File: config.mk
export PLATFORM = sky130hd
export DESIGN_NAME = fetch_unit
export DESIGN_NICKNAME = d
export VERILOG_FILES = /design/src/rtl/riscv_pkg.sv /design/src/rtl/fetch_unit_pc_next.sv /design/src/rtl/fetch_unit.sv
export SDC_FILE = /design/constraint.sdc
export NUM_CORES = 1
export LEC_CHECK = 0
export BUFFER_PORTS_ARGS = -buffer_cell sky130_fd_sc_hd__buf_2
export CORE_MARGIN = 2
export CORE_UTILIZATION = 27
export DETAILED_ROUTE_END_ITERATION = 16
export PLACE_DENSITY = 0.56
export SKIP_CTS_REPAIR_TIMING = 1
export SYNTH_ARGS = -nofsm -noshare
export SYNTH_HDL_FRONTEND = slang
export SYNTH_SLANG_ARGS = --single-unit
File: constraint.sdc
create_clock -name clk -period 4.1 [get_ports clk]
set_clock_uncertainty 0.2 [all_clocks]
set_input_delay 0.41 -clock clk [delete_from_list [all_inputs] [get_ports clk]]
set_output_delay 0.41 -clock clk [all_outputs]
set_load 0.01 [all_outputs]
File: src/rtl/riscv_pkg.sv
// Shared types and constants for the instruction-fetch stage.
package riscv_pkg;

  typedef enum logic [2:0] {
    S_BOOT,
    S_REQ,
    S_WAIT,
    S_HOLD,
    S_TRAP
  } fetch_state_t;

  localparam logic [31:0] INSTR_NOP = 32'h0000_0013;
  localparam int          PC_STEP   = 4;

endpackage

File: src/rtl/fetch_unit_pc_next.sv
// Next-PC selection: sequential pc+4 or redirect target, with alignment handling.
// Behaviour depends on FETCH_MISALIGN_TRAP_EN (flag misaligned targets vs. force word alignment).
module pc_next
  import riscv_pkg::*;
#(
  parameter int XLEN = 32
) (
  input  logic [XLEN-1:0] pc,
  input  logic            pc_src,
  input  logic [XLEN-1:0] pc_target,
  output logic [XLEN-1:0] next_pc,
  output logic [XLEN-1:0] pc_plus4,
  output logic            misaligned
);

  always_comb begin
    pc_plus4 = pc + XLEN'(PC_STEP);
`ifdef FETCH_MISALIGN_TRAP_EN
    misaligned = pc_src && (pc_target[1:0] != 2'b00);
    next_pc    = pc_src ? pc_target : pc_plus4;
`else
    // Low address bits are dropped so a redirect always lands on a word boundary.
    misaligned = 1'b0;
    next_pc    = pc_src ? (pc_target & ~XLEN'(3)) : pc_plus4;
`endif
  end

endmodule

File: src/rtl/fetch_unit.sv
// Instruction-fetch stage: owns the PC, handshakes with imem and holds the fetched word.
// Optional FETCH_MISALIGN_TRAP_EN traps on misaligned redirects instead of aligning them.
module fetch_unit
  import riscv_pkg::*;
#(
  parameter int              XLEN     = 32,
  parameter logic [XLEN-1:0] RESET_PC = '0
) (
  input  logic            clk,
  input  logic            reset,
  input  logic            pc_src,
  input  logic [XLEN-1:0] pc_target,
  input  logic            exec_done,
  output logic            imem_req_valid,
  input  logic            imem_req_ready,
  output logic [XLEN-1:0] imem_addr,
  input  logic            imem_rsp_valid,
  input  logic [31:0]     imem_rsp_data,
  output logic [31:0]     instr,
  output logic            instr_valid,
  output logic [XLEN-1:0] pc,
  output logic [XLEN-1:0] pc_plus4,
  output logic            misalign_trap
);

  fetch_state_t    state_q, state_d;
  logic [XLEN-1:0] pc_q;
  logic [XLEN-1:0] next_pc;
  logic [31:0]     instr_q;
  logic            instr_valid_q;
  logic            misaligned;
  logic            req_valid;

  pc_next #(.XLEN(XLEN)) u_pc_next (
    .pc         (pc_q),
    .pc_src     (pc_src),
    .pc_target  (pc_target),
    .next_pc    (next_pc),
    .pc_plus4   (pc_plus4),
    .misaligned (misaligned)
  );

  always_ff @(posedge clk) begin
    if (reset) begin
      state_q       <= S_BOOT;
      pc_q          <= RESET_PC;
      instr_q       <= INSTR_NOP;
      instr_valid_q <= 1'b0;
    end else begin
      state_q <= state_d;
      case (state_q)
        S_WAIT: begin
          if (imem_rsp_valid) begin
            instr_q       <= imem_rsp_data;
            instr_valid_q <= 1'b1;
          end
        end
        S_HOLD: begin
          // A trapping redirect leaves the PC pointing at the offending branch.
          if (exec_done) begin
            instr_valid_q <= 1'b0;
            if (!misaligned) begin
              pc_q <= next_pc;
            end
          end
        end
        default: ;
      endcase
    end
  end

  always_comb begin
    state_d   = state_q;
    req_valid = 1'b0;
    case (state_q)
      S_BOOT: state_d = S_REQ;
      S_REQ: begin
        req_valid = 1'b1;
        if (imem_req_ready) begin
          state_d = S_WAIT;
        end
      end
      S_WAIT: begin
        if (imem_rsp_valid) begin
          state_d = S_HOLD;
        end
      end
      S_HOLD: begin
        if (exec_done) begin
          state_d = misaligned ? S_TRAP : S_REQ;
        end
      end
      S_TRAP:  state_d = S_TRAP;
      default: state_d = S_BOOT;
    endcase
  end

  assign imem_req_valid = req_valid;
  assign imem_addr      = pc_q;
  assign pc             = pc_q;
  assign instr          = instr_q;
  assign instr_valid    = instr_valid_q;

`ifdef FETCH_MISALIGN_TRAP_EN
  assign misalign_trap = (state_q == S_TRAP);
`else
  assign misalign_trap = 1'b0;
`endif

endmodule

==> out/results.ini, run 1 <==
[floorplan]
die_w_um=126
core_area_mm2=0.0145
rows=44
die_y_um=126
initial_utilization_pct=27.6
dieArea_mm2=0.0158
io_pins=201

[outcome]
outcome=finished, final reports clean

[layout]
num_antenna_cells=0
fin_nets=718
final_common_cell=buf_2
area_growth_pct=25.5
fin_util_pct=34.7
n_fill_cell=1569
seqCellArea_mm2=0.00132
multi_input_area_mm2=0.00214
drive_gt1_share_pct=34.5
final_cell_mix=buf_2, nand2_1, dfxtp_1

[worst_setup_path]
r2r_end=imem_addr[30]
regToRegSetupSlack_ns=1.57
worst_ep_required_time_ns=3.49
reg2reg_from=imem_addr[2]
worst_ep_arrival_time_ns=2.42
path_buf_inv=1
crit_fanout=9
critPathTopFamily=simple AND/OR/NAND/NOR gates
startpoint_type=flop
path_cells=ha_1 -> nand3_2 -> nor4_4 -> and2_2 -> nand4_1 -> xnor2_1 -> buf_2
slowest_stage=dfxtp_1
slowest_delay_ns=0.45
path_class=flop to output port
ff2ff_path_depth=6
cp-end-kind=output port

[timing]
final.period_utilization_pct=74.0
setup_tns_ns=0
timing.final.ws_setup_ns=1.07
max_freq_mhz=330
finalSetupViolCount=0
slew-limit-headroom_pct=53.8
maxSlewViolCount=0
rsz0062_at_grt=false
whs_ns=0.0975
finalCriticalPeriod_ns=3.03
tightestPinTransition_ns=0.692
hold_violations=0

[pwr]
irDropWorstVdd_mv=0.196
p_switching_uw=419
power.density_mw_per_mm2=324
power_frac_clock_pct=49.9
internal-power_mw=1.21
comb_power_share_pct=8.9
p_seq_share_pct=41.2
switching_share_pct=25.7
power.leakage_nw=2.27

[clocking]
htree_levels=3
ctsRootBufferMaster=clkbuf_16
cts_made_buffers=9
clk_pin_slew_ns=0.06
cts_tree=built
cts.sinks=66
clockBufferDepth=2
clkLatencyLatePin_ns=0.34

[place]
gp_congestion=0.757
dp_slack_ns=1.39
dp_hpwl_mm=9.00
io_buffers=191

[route]
post_drt_wl_per_cell_um=15.4
drcViolationCount=0
ant_nets=0
num_vias=4020
drt_first_pass_iters=4
viasPerCell=4.81
routed_wl_mm=12.9
dr.first_iter.drc_count=316

[grt]
grt_pass1_wl_mm=20.5
antenna_found_initial=0
grt_use_total_pct=16.2
grt_max_degree=64
grt.overflow.total=0
grt_pass1_vias=3724

[logic_synthesis]
synth-async-reset-ratio_pct=0
ys_warn_count=0
synth-seq-area-share_pct=33.0
synthCells=518
synth-seq-cells=66
syn_area_per_cell_um2=7.72
synth_top_flop_cell=dfxtp_1
synthesis.area_mm2=0.00400
synth.distinct_cells=62
synth_edf_count=0

[min_path]
min_from=imem_rsp_data[4]
min_to=instr[4]
holdPathStages=3
hold_class=input port to flop

[job]
cap_violations=0

==> sequential cells by signal (all words and copies together), names as in the netlist <==
name / flops
instr: 32
imem_addr: 30
state_q: 3
instr_valid: 1
==> through the flow <==
step	power, mW	std cells	cell area, um^2
2_1_floorplan	0.773	524	4020
3_3_place_gp	0.830	820	4710
3_5_place_dp	0.831	820	4710
4_1_cts	1.65	836	5020
5_1_grt	1.70	836	5020
6_report	1.63	836	5020
==> synth_stat cells (all sizes together) (2+ instances only) <==
master / n / area, um^2
o21ai: 11 / 55.1
a31oi: 10 / 62.6
and3: 6 / 37.5
nand3b: 2 / 15.0
a22o: 2 / 17.5
o31ai: 7 / 52.6
a311oi: 2 / 17.5
nor3b: 4 / 30.0
clkbuf: 35 / 184
o41ai: 2 / 17.5
and4: 3 / 26.3
nand2b: 2 / 12.5
a22oi: 3 / 22.5
nor2: 23 / 86.3
o311ai: 3 / 33.8
o211ai: 5 / 37.5
nor2b: 3 / 18.8
and2: 3 / 20.0
inv: 4 / 15.0
a21oi: 51 / 255
nand2: 102 / 383
a32o: 4 / 40.0
a21o: 5 / 37.5
a32oi: 2 / 17.5
or4: 3 / 22.5
nor4: 4 / 61.3
or3: 3 / 23.8
nor3: 17 / 85.1
buf: 49 / 368
dfxtp: 66 / 1320
xor2: 12 / 105
nand4: 10 / 68.8
xnor2: 16 / 140
mux2i: 4 / 40.0
nand3: 26 / 145
==> how the worst max path moves through the flow <==
| stage | cells past startpoint | slack [ns] | end | startpoint |
|---|---|---|---|---|
| after floorplan | 6 | 1.70 | pc_plus4[31] | imem_addr[18] |
| after global placement | 6 | 1.38 | pc_plus4[31] | imem_addr[15] |
| after detailed placement | 7 | 1.39 | pc_plus4[24] | imem_addr[2] |
| after CTS | 7 | 1.00 | pc_plus4[24] | imem_addr[2] |
| after global routing | 7 | 0.82 | pc_plus4[24] | imem_addr[2] |
| final | 7 | 1.07 | pc_plus4[24] | imem_addr[2] |
==> cells by family after synthesis <==
logic type / after synthesis / synth area share [%]
mux: 4 / 1.00
xor+xnor: 28 / 6.13
compound gates: 112 / 17.7
fa+ha+maj: 1 / 0.313
other cells: 1 / 0.0937
flops: 66 / 33.0
simple gates: 217 / 27.3
buf+inv: 89 / 14.4
==> area by class of cell <==
| cell class | instances | area share (%) |
|---|---|---|
| well taps | 184 | 4.59 |
| clock buffers | 10 | 4.76 |
| flip-flops and latches | 66 | 26.3 |
| clock inverters | 6 | 1.45 |
| repair buffers | 197 | 19.9 |
| multi-input cells | 369 | 42.6 |
| inverters | 4 | 0.299 |
==> tightest hold or removal path, stage by stage <==
cell and delay [ns]:
buf_2 0.08, nand2_1 0.05, nand3_1 0.07
==> power groups by stage <==
stage / Combinational (mW) / Sequential [mW] / Clock [mW]
finish: 0.145 / 0.671 / 0.813
global route: 0.160 / 0.674 / 0.863
CTS: 0.146 / 0.671 / 0.836
detailed placement: 0.146 / 0.685 / 0
global placement: 0.145 / 0.685 / 0
floorplan: 0.0899 / 0.683 / 0
==> routing by layer <==
layer	part of all wire, %	GRT usage [%]	up-vias
li1	-	-	2027
met4	1.4	5.88	0
met5	0	0	-
met3	8.5	5.35	11
met2	46	26.0	152
met1	44	20.5	1830
No activity file was read; power rests on OpenSTA's default activity.
==> run 2, diff against run 1 <==
--- a/config.mk
+++ b/config.mk
@@ -5,11 +5,12 @@
 export SDC_FILE = /design/constraint.sdc
 export NUM_CORES = 1
 export LEC_CHECK = 0
+export ABC_AREA = 1
 export BUFFER_PORTS_ARGS = -buffer_cell sky130_fd_sc_hd__buf_2
 export CORE_MARGIN = 2
 export CORE_UTILIZATION = 27
 export DETAILED_ROUTE_END_ITERATION = 16
-export PLACE_DENSITY = 0.56
+export PLACE_DENSITY = 0.57
 export SKIP_CTS_REPAIR_TIMING = 1
 export SYNTH_ARGS = -nofsm -noshare
 export SYNTH_HDL_FRONTEND = slang
==> constraint.sdc (replaced) <==
create_clock -name clk -period 3.1 [get_ports clk]
set_clock_uncertainty 0.2 [all_clocks]
set_input_delay 0.31 -clock clk [delete_from_list [all_inputs] [get_ports clk]]
set_output_delay 0.31 -clock clk [all_outputs]
set_load 0.01 [all_outputs]
==> run 2 against run 1 <==
  * Register-to-register slack got worse by 0.42 ns
  * Synthesized cell count grew 4.4%
  * Design area shrank 3.2%
  * Power is 55% higher
  * Combinational power grew to 3.4 times the previous value
  * The flow now finishes with violations (hold timing)
  * Global-route usage increased by 0.42 points
==> out/results.ini, run 2 <==
[logic_synthesis]
synth-seq-area-share_pct=35.7  ; +2.7 points
synth-seq-cells=66  ; unchanged
synth_top_flop_cell=dfxtp_1
synth_common_cells=nand2_1, nor2_1, dfxtp_1
ys_warn_count=0  ; unchanged
synthCells=541  ; +4.4%
synth.distinct_cells=26  ; -58%
yosysTopAreaCell=dfxtp_1
synth_top_cell_area_share_pct=35.7  ; +2.7 points
syn_area_per_cell_um2=6.84  ; -11%
synthesis.area_mm2=0.00370  ; -7.6%
synth.most_common_cell=nand2_1
synth_area_leaders=dfxtp_1, nand2_1, nor2_1, a21oi_1, o21ai_0
synth-async-reset-ratio_pct=0  ; unchanged
synth_edf_count=0  ; unchanged

[floorplan]
core_area_mm2=0.0133  ; -8.2%
die_y_um=121  ; -3.7%
die_w_um=121  ; -3.7%
initial_utilization_pct=27.8  ; +0.18 points
io_pins=201  ; unchanged
dieArea_mm2=0.0147  ; -7.3%
rows=42  ; -4.5%

[outcome]
violations=hold timing
outcome=complete, but fails checks

[clocking]
cts.sinks=66  ; unchanged
cts_made_buffers=9  ; unchanged
clockBufferDepth=2  ; unchanged
clk_pin_slew_ns=0.05  ; about the same
clkLatencyLatePin_ns=0.33  ; about the same
htree_levels=3  ; unchanged
ctsRootBufferMaster=clkbuf_16
cts_tree=built

[grt]
grt_use_total_pct=16.7  ; +0.42 points
grt_pass1_wl_mm=18.9  ; -7.8%
grt_pass1_vias=3668  ; -1.5%
grt.overflow.total=0  ; unchanged
antenna_found_initial=2  ; +2
grt_max_degree=63  ; -1.6%

[timing]
finalCriticalPeriod_ns=2.46
hold_violations=4  ; +4
rsz0062_at_grt=false
final.period_utilization_pct=79.4
max_freq_mhz=406
slew-limit-headroom_pct=33.1  ; -21 points
maxSlewViolCount=0  ; unchanged
setup_tns_ns=0  ; unchanged
whs_ns=-0.0100  ; -0.108 ns
tightestPinTransition_ns=1.00  ; +0.310 ns
finalSetupViolCount=0  ; unchanged

[worst_setup_path]
worst_ep_required_time_ns=2.59  ; -0.90 ns
slowest_delay_ns=0.40  ; -0.05 ns
reg2reg_from=state_q[0]
critical_path.endpoint=pc_plus4[16]
slowest_stage=dfxtp_1
startpoint_type=flop
path_cells=ha_1 -> nand2_1 -> nor2_4 -> nand2_2 -> nor2_2 -> xor2_1 -> buf_2
r2r_end=instr[3]
path_class=flop to output port
worst_ep_arrival_time_ns=1.95  ; -0.47 ns
setup.worst_path.start=imem_addr[2]
cp-end-kind=output port
crit_fanout=6  ; -3
regToRegSetupSlack_ns=1.15  ; -0.42 ns
ff2ff_path_depth=6  ; unchanged

[route]
drt_first_pass_iters=4  ; unchanged
drcViolationCount=0  ; unchanged
dr.first_iter.drc_count=117  ; -63%
num_vias=3883  ; -3.4%
post_drt_wl_per_cell_um=13.7  ; -12%
ant_nets=0  ; unchanged
viasPerCell=4.44  ; -7.7%
routed_wl_mm=11.9  ; -7.4%

[layout]
fin_nets=765  ; +6.5%
area_growth_pct=31.4
final_cell_mix=buf_2, nand2_1, nor2_1
final_common_cell=buf_2
largest_reg_flops=32  ; unchanged
drive_gt1_share_pct=33.5  ; -0.98 points

[place]
dp_hpwl_mm=8.66  ; -3.8%
io_buffers=191  ; unchanged
gp_congestion=0.864  ; +14%

[job]
cap_violations=0  ; unchanged

[pwr]
power.leakage_nw=2.47  ; +8.8%
irDropWorstVdd_mv=0.237  ; +21%
power.density_mw_per_mm2=519  ; +60%

[min_path]
hold_class=input port to flop
holdPathStages=3  ; unchanged

-- run 2: changes by cell type in the layout (fill, tap and decap cells not counted), sizes merged, moves of 12 or more --
| cell | change |
|---|---|
| nor2 | +80 |
| nand3 | -14 |
| inv | +18 |
| o21ai | +49 |
| xnor2 | -12 |
| nand2 | +20 |
| nor3 | -17 |
-- run 2: metrics by stage --
stage / power [mW] / setup slack (ns) / cells / util (%) / area (um^2)
global route: 2.68 / 0.526 / 874 / 36.5 / 4860
finish: 2.52 / 0.638 / 875 / 36.6 / 4860
global placement: 1.53 / 0.984 / 858 / 34.3 / 4560
CTS: 2.56 / 0.607 / 873 / 36.5 / 4850
floorplan: 1.34 / 1.22 / 547 / - / 3720
detailed placement: 1.54 / 0.972 / 858 / 34.3 / 4560
-- run 2: critical path: cells and delay by family, from the launching register on --
family | cells | cell delay [ns]
xor gates and xnor gates | 1 | 0.23
DFF | 1 | 0.40
adders and majority gates | 1 | 0.22
and+or+nand+nor | 4 | 0.60
buffers and inverters | 1 | 0.17
-- run 2: kinds of logic after synthesis --
group / Yosys count / share of synthesized area (%)
compound gates: 123 / 16.7
xor+xnor: 15 / 4.97
fa+ha+maj: 1 / 0.338
buf+inv: 86 / 12.7
flops: 66 / 35.7
other cells: 1 / 0.101
simple gates: 249 / 29.5
-- run 2: layout make-up --
| class | count | area [um^2] |
|---|---|---|
| diodes | 1 | 2.50 |
| fillers | 1473 | 8430 |
| flip-flops and latches | 66 | 1320 |
| repair buffers | 197 | 1000 |
| well taps | 176 | 220 |
| multi-input cells | 395 | 1930 |
| inverters | 25 | 93.8 |
| clock buffers | 13 | 250 |
| clock inverters | 2 | 37.5 |
-- run 2: report_power, final --
group | total (mW) | internal, mW | switching [mW]
logic | 0.497 | 0.201 | 0.296
registers | 1.02 | 0.935 | 0.0812
clock network | 1.01 | 0.641 | 0.371
-- run 2: worst min-delay path by stage --
| stage | startpoint | end | slack (ns) |
|---|---|---|---|
| 6_report | imem_rsp_data[4] | instr[4] | -0.01 |
| 5_1_grt | imem_rsp_data[4] | instr[4] | 0.001 |
| 4_1_cts | imem_rsp_data[4] | instr[4] | -0.02 |
| 3_5_place_dp | instr[0] | instr[0] | 0.24 |
| 3_3_place_gp | instr[1] | instr[1] | 0.24 |
| 2_1_floorplan | reset | instr_valid | 0.18 |
-- run 2: routing by layer --
layer  part of all wire [%]  up-vias  GRT usage, %  routed length, um
met2                     45      151          26.9               5420
met4                    1.5        2          6.32                176
met5                   0.11        -             0                 13
met3                    8.7       14          5.64               1040
li1                       -     1996             -                  -
met1                     44     1720          20.4               5300
